==> src/rtl/fifo_uart_tx_if.sv <==
// FIFO-side and serial-side signals of the FIFO-fed UART transmitter.
// master drives the FIFO flags/data and enable; slave is the transmitter.
interface fifo_uart_tx_if;
  logic       enable;
  logic       empty;
  logic       read;
  logic [7:0] datain;
  logic       txd;
  logic       busy;

  modport master (output enable, empty, datain, input read, txd, busy);
  modport slave  (input enable, empty, datain, output read, txd, busy);
endinterface

==> src/rtl/fifo_uart_tx.sv <==
// UART transmitter that pops bytes from a FIFO and sends them 8N1, LSB first.
// Define FIFO_UART_TX_PARITY_EN to insert an even-parity bit (8E1).
module fifo_uart_tx #(
  parameter int unsigned CLKS_PER_BIT = 16
) (
  input  logic           clock,
  input  logic           resetn,
  fifo_uart_tx_if.slave  bus
);

  localparam int unsigned CNT_W = (CLKS_PER_BIT > 1) ? $clog2(CLKS_PER_BIT) : 1;
  localparam logic [CNT_W-1:0] CNT_LAST = CNT_W'(CLKS_PER_BIT - 1);

  typedef enum logic [2:0] {
    S_IDLE,
    S_REQ,
    S_LOAD,
    S_START,
    S_DATA,
`ifdef FIFO_UART_TX_PARITY_EN
    S_PARITY,
`endif
    S_STOP
  } state_t;

  state_t           state_q;
  logic [CNT_W-1:0] baud_q;
  logic [2:0]       bit_q;
  logic [7:0]       shift_q;
  logic             txd_q;
  logic             read_q;
  logic             busy_q;
  logic             armed_q;
  logic             baud_last;

  assign baud_last = (baud_q == CNT_LAST);

  // armed_q holds off the first request until the second edge after reset.
  always_ff @(posedge clock or negedge resetn) begin
    if (!resetn) begin
      state_q <= S_IDLE;
      baud_q  <= '0;
      bit_q   <= '0;
      shift_q <= 8'h00;
      txd_q   <= 1'b1;
      read_q  <= 1'b0;
      busy_q  <= 1'b0;
      armed_q <= 1'b0;
    end else begin
      armed_q <= 1'b1;
      read_q  <= 1'b0;
      baud_q  <= '0;
      case (state_q)
        S_IDLE: begin
          txd_q  <= 1'b1;
          busy_q <= 1'b0;
          if (armed_q && bus.enable && !bus.empty) begin
            state_q <= S_REQ;
            read_q  <= 1'b1;
            busy_q  <= 1'b1;
          end
        end
        S_REQ: state_q <= S_LOAD;
        S_LOAD: begin
          shift_q <= bus.datain;
          txd_q   <= 1'b0;
          state_q <= S_START;
        end
        S_START: begin
          if (baud_last) begin
            txd_q   <= shift_q[0];
            state_q <= S_DATA;
          end else begin
            baud_q <= baud_q + CNT_W'(1);
          end
        end
        // Rotating rather than shifting keeps the full byte for parity.
        S_DATA: begin
          if (baud_last) begin
            bit_q   <= bit_q + 3'd1;
            shift_q <= {shift_q[0], shift_q[7:1]};
            if (bit_q == 3'd7) begin
`ifdef FIFO_UART_TX_PARITY_EN
              txd_q   <= ^shift_q;
              state_q <= S_PARITY;
`else
              txd_q   <= 1'b1;
              state_q <= S_STOP;
`endif
            end else begin
              txd_q <= shift_q[1];
            end
          end else begin
            baud_q <= baud_q + CNT_W'(1);
          end
        end
`ifdef FIFO_UART_TX_PARITY_EN
        S_PARITY: begin
          if (baud_last) begin
            txd_q   <= 1'b1;
            state_q <= S_STOP;
          end else begin
            baud_q <= baud_q + CNT_W'(1);
          end
        end
`endif
        S_STOP: begin
          if (baud_last) begin
            busy_q  <= 1'b0;
            state_q <= S_IDLE;
          end else begin
            baud_q <= baud_q + CNT_W'(1);
          end
        end
        default: begin
          txd_q   <= 1'b1;
          busy_q  <= 1'b0;
          state_q <= S_IDLE;
        end
      endcase
    end
  end

  assign bus.txd  = txd_q;
  assign bus.read = read_q;
  assign bus.busy = busy_q;

endmodule

==> src/flat_wrapper.sv <==
// flat-port wrapper written by rule: the top's interface ports become plain ports
module fifo_uart_tx_flat 
#(
  parameter int unsigned CLKS_PER_BIT = 16
)
  (clock, resetn, bus_enable, bus_empty, bus_datain, bus_read, bus_txd, bus_busy);
  fifo_uart_tx_if bus_i ();
  input  logic clock;
  input  logic resetn;
  input wire logic [$bits(bus_i.enable)-1:0] bus_enable;
  input wire logic [$bits(bus_i.empty)-1:0] bus_empty;
  input wire logic [$bits(bus_i.datain)-1:0] bus_datain;
  output wire logic [$bits(bus_i.read)-1:0] bus_read;
  output wire logic [$bits(bus_i.txd)-1:0] bus_txd;
  output wire logic [$bits(bus_i.busy)-1:0] bus_busy;
  assign bus_i.enable = bus_enable;
  assign bus_i.empty = bus_empty;
  assign bus_i.datain = bus_datain;
  assign bus_read = bus_i.read;
  assign bus_txd = bus_i.txd;
  assign bus_busy = bus_i.busy;
  fifo_uart_tx #(.CLKS_PER_BIT(CLKS_PER_BIT)) u_core (.clock(clock), .resetn(resetn), .bus(bus_i));
endmodule
==> config.mk <==
export PLATFORM = sky130hd
export DESIGN_NAME = fifo_uart_tx_flat
export DESIGN_NICKNAME = d
export VERILOG_FILES = /design/src/rtl/fifo_uart_tx_if.sv /design/src/rtl/fifo_uart_tx.sv /design/src/flat_wrapper.sv
export SDC_FILE = /design/constraint.sdc
export NUM_CORES = 1
export LEC_CHECK = 0
export ABC_AREA = 1
export ABC_CLOCK_PERIOD_IN_PS = 1700
export CORE_MARGIN = 4
export CORE_UTILIZATION = 53
export DETAILED_ROUTE_END_ITERATION = 10
export PLACE_DENSITY = 0.84
export REMOVE_ABC_BUFFERS = 1
export SLEW_MARGIN = 20
export SYNTH_ARGS = -nofsm -noshare
export SYNTH_HDL_FRONTEND = slang
export SYNTH_SLANG_ARGS = --single-unit
==> constraint.sdc <==
create_clock -name clock -period 1.7 [get_ports clock]
set_input_delay 0.34 -clock clock [delete_from_list [all_inputs] [get_ports clock]]
set_output_delay 0.34 -clock clock [all_outputs]
set_load 0.01 [all_outputs]
==> run_results.csv <==
group,metric,value,unit
run_status,outcome,"completed",
floorplanning,die_width,55.2,um
timing,period_needed,1.54,ns
grt,grt_antenna_before_repair,0,
detailed_routing,vias,949,
cts,cts.clk_slew.worst_paths,0.12,ns
cts,tritoncts.num_buffers,3,
detailed_routing,first_iter_violations,29,
layout,ratio_of_cells_with_drive_above_1_in_the_final_layout,8.59,%
timing,fin_setup_tns,0,ns
power,design_power_total,2.06,mW
placed_design,dp_hpwl,1.70,mm
cts,clock_tree.buffer_depth,2,
layout,nNetsFinal,179,
logic_synthesis,ys.warnings.count,0,
layout,areaGrowthSynthToFinish,16.0,%
detailed_routing,drc,0,
floorplanning,initial_core_util,57.9,%
logic_synthesis,post_synth_inst_count,147,
cts,clk_root_buffer_cell,"clkbuf_4",
critical_path,critPathKind,"reg -> out",
logic_synthesis,seq_area_frac_synth,46.7,%
critical_path,cell_class_contributing_the_biggest_share_of_worst_path_delay,"buffers and inverters",
logic_synthesis,ys_types,26,
detailed_routing,drt-wirelength-per-cell,11.7,um
timing,clock-skew-final,0.00316,ns
layout,fin_cells,190,
job,cap_viol_max_count,0,
detailed_routing,finalWirelength,2.23,mm
timing,maxSlewViolCount,0,
floorplanning,overall_die_area,3050,sq um
power,p_leak,0.766,nW
logic_synthesis,yosys_most_used_dff,"dfrtp_1",
detailed_routing,detail_route.first_pass.iterations,4,
logic_synthesis,number_of_enable_type_register_cells_in_the_synthesized_netlist,0,
critical_path,worst_path_fanout_max,2,
critical_path,cpPeakStageDelay,0.53,ns
placed_design,placement.io_buffers,14,
critical_path,cp_cell_sequence,"clkdlybuf4s50_1",
timing,rsz0062_at_grt,"no",
placed_design,placed_cells_incl_taps,186,
power,worst_ir_drop_on_vdd,0.782,mV
detailed_routing,post_drt_via_cell_ratio,4.99,
timing,hold_fails_final_rpt,0,
floorplanning,chipHeight,55.2,um
timing,achievable_frequency,650,MHz
logic_synthesis,number_of_synthesized_register_bits,22,
worst_hold_path,hold_class,"in -> async",
critical_path,regToRegSetupSlack,0.28,ns
grt,grt_usage,16.5,%
layout,antenna_cells_inserted,0,
timing,report.final.setup_viol,0,
critical_path,critical_path_data_arrival_time,1.20,ns
logic_synthesis,synth.most_common_cell,"nand2_1",
detailed_routing,ant_nets,0,
cts,clkLatencyLatePin,0.30,ns
critical_path,critical_path_buf_inv_count,1,
cts,postCtsSetupBuffers,0,
cts,cts_tree,"done",
logic_synthesis,synthesis.area,1180,sq um
power,p_per_area,1500,nW/um^2
floorplanning,std_cell_rows,16,
critical_path,critPathCaptureType,"primary output",
logic_synthesis,synth_area_leaders,"dfrtp_1 44%, nand2_1 15%, inv_1 6.7%",
logic_synthesis,synthDominantAreaCellType,"dfrtp_1",
logic_synthesis,synth.top_cell.area_share,44.4,%
cts,count_of_clock_tree_sinks,22,
timing,finalHoldWorstSlack,0.362,ns
critical_path,critPathSlowestCell,"clkdlybuf4s50_1",
floorplanning,design.portCount,15,
critical_path,cp.required,1.36,ns
grt,first_global_vias,973,
timing,layout_worst_path_cycle_share,90.5,%
floorplanning,core,2040,sq um
placed_design,gp_congestion,0.901,
logic_synthesis,async_flop_share,100,%
grt,grt_pass1_wl,4.08,mm
grt,grt_max_degree,23,
cts,htreeDepth,1,
grt,grt_remaining_overflow,0,
logic_synthesis,synth.top_cells.by_count,"47 x nand2_1, 21 x dfrtp_1, 21 x inv_1",
critical_path,crit_path_start_kind,"flop",
logic_synthesis,synth.avg_cell_area,8.04,sq um
==> path summary, 6_finish.rpt <==
check | to | cells past startpoint | start
min in group clock | u_core.bus.busy | 2 | u_core.bus.busy
max in group asynchronous | u_core.bus.txd | 2 | resetn
max reg2reg | u_core.baud_q[3] | 4 | u_core.state_q[2]
max | bus_busy | 1 | u_core.bus.busy
min | u_core.bus.busy | 2 | resetn
min reg2reg | u_core.bus.busy | 2 | u_core.bus.busy
==> flip-flops by register name, indices dropped and copies added (netlist names) <==
name	cells
u_core.shift_q	8
u_core.bus.busy	1
u_core.bit_q	3
u_core.baud_q	4
u_core.bus.txd	1
u_core.state_q	3
u_core.armed_q	1
u_core.bus.read	1
==> through the flow <==
stage	cell area [sq um]	worst slack [ns]	utilization, %
2_1_floorplan	1150	0.478	-
3_3_place_gp	1340	0.334	65.4
3_5_place_dp	1340	0.297	65.4
4_1_cts	1370	0.150	67.2
5_1_grt	1370	0.0985	67.2
6_report	1370	0.162	67.2
==> routing by layer <==
| metal | global-route usage [%] | routed length [um] |
|---|---|---|
| met1 | 20.3 | 943 |
| met2 | 27.2 | 1130 |
| met3 | 3.03 | 96 |
| met4 | 8.68 | 58 |
| met5 | 0 | 0 |
==> area by class of cell <==
class,count,area (sq um)
inverter,22,82.6
fill,170,671
tap,27,33.8
multi-input combinational,100,520
sequential,22,552
clock buffer,4,36.3
timing repair buffer,15,146
==> repair_timing <==
action,4_1_cts,5_1_grt
setup endpoints to repair,1,0
gates resized for setup,1,0
hold endpoints to repair,0,0
hold buffers,0,0
==> power breakdown <==
group	switching, mW	internal, mW	leakage, nW
sequential	0.124	0.711	0.281
combinational	0.595	0.345	0.464
clock	0.157	0.131	0.0210
total	0.877	1.19	0.766
==> cells in the final DEF (no fill, tap or decap) <==
cell / count
clkdlybuf4s50_1: 13
ha_1: 3
a21oi_1: 1
a31oi_1: 1
nand2_4: 2
nor2_4: 1
nor3b_1: 1
nand3_1: 7
dfstp_2: 1
xor2_1: 2
nand2_1: 47
nand3b_1: 1
dlygate4sd2_1: 1
inv_2: 1
clkbuf_4: 3
o21ai_0: 4
dfrtp_1: 21
conb_1: 1
nor2_1: 10
buf_4: 1
clkbuf_8: 1
and2_1: 1
o21ai_2: 2
nand3_4: 1
nand4_1: 1
nor2_8: 1
o21ai_1: 13
inv_1: 21
==> cells by family (layout without fill, tap and decap cells) <==
family,Yosys count,count (layout),synth area share [%]
simple gates,73,73,29.4
buf+inv,25,41,9.31
flops,22,22,46.7
compound gates,21,21,9.63
fa+ha+maj,3,3,3.17
xor+xnor,2,2,1.48
other cells,1,1,0.317
No activity file was read; power rests on OpenSTA's default activity.
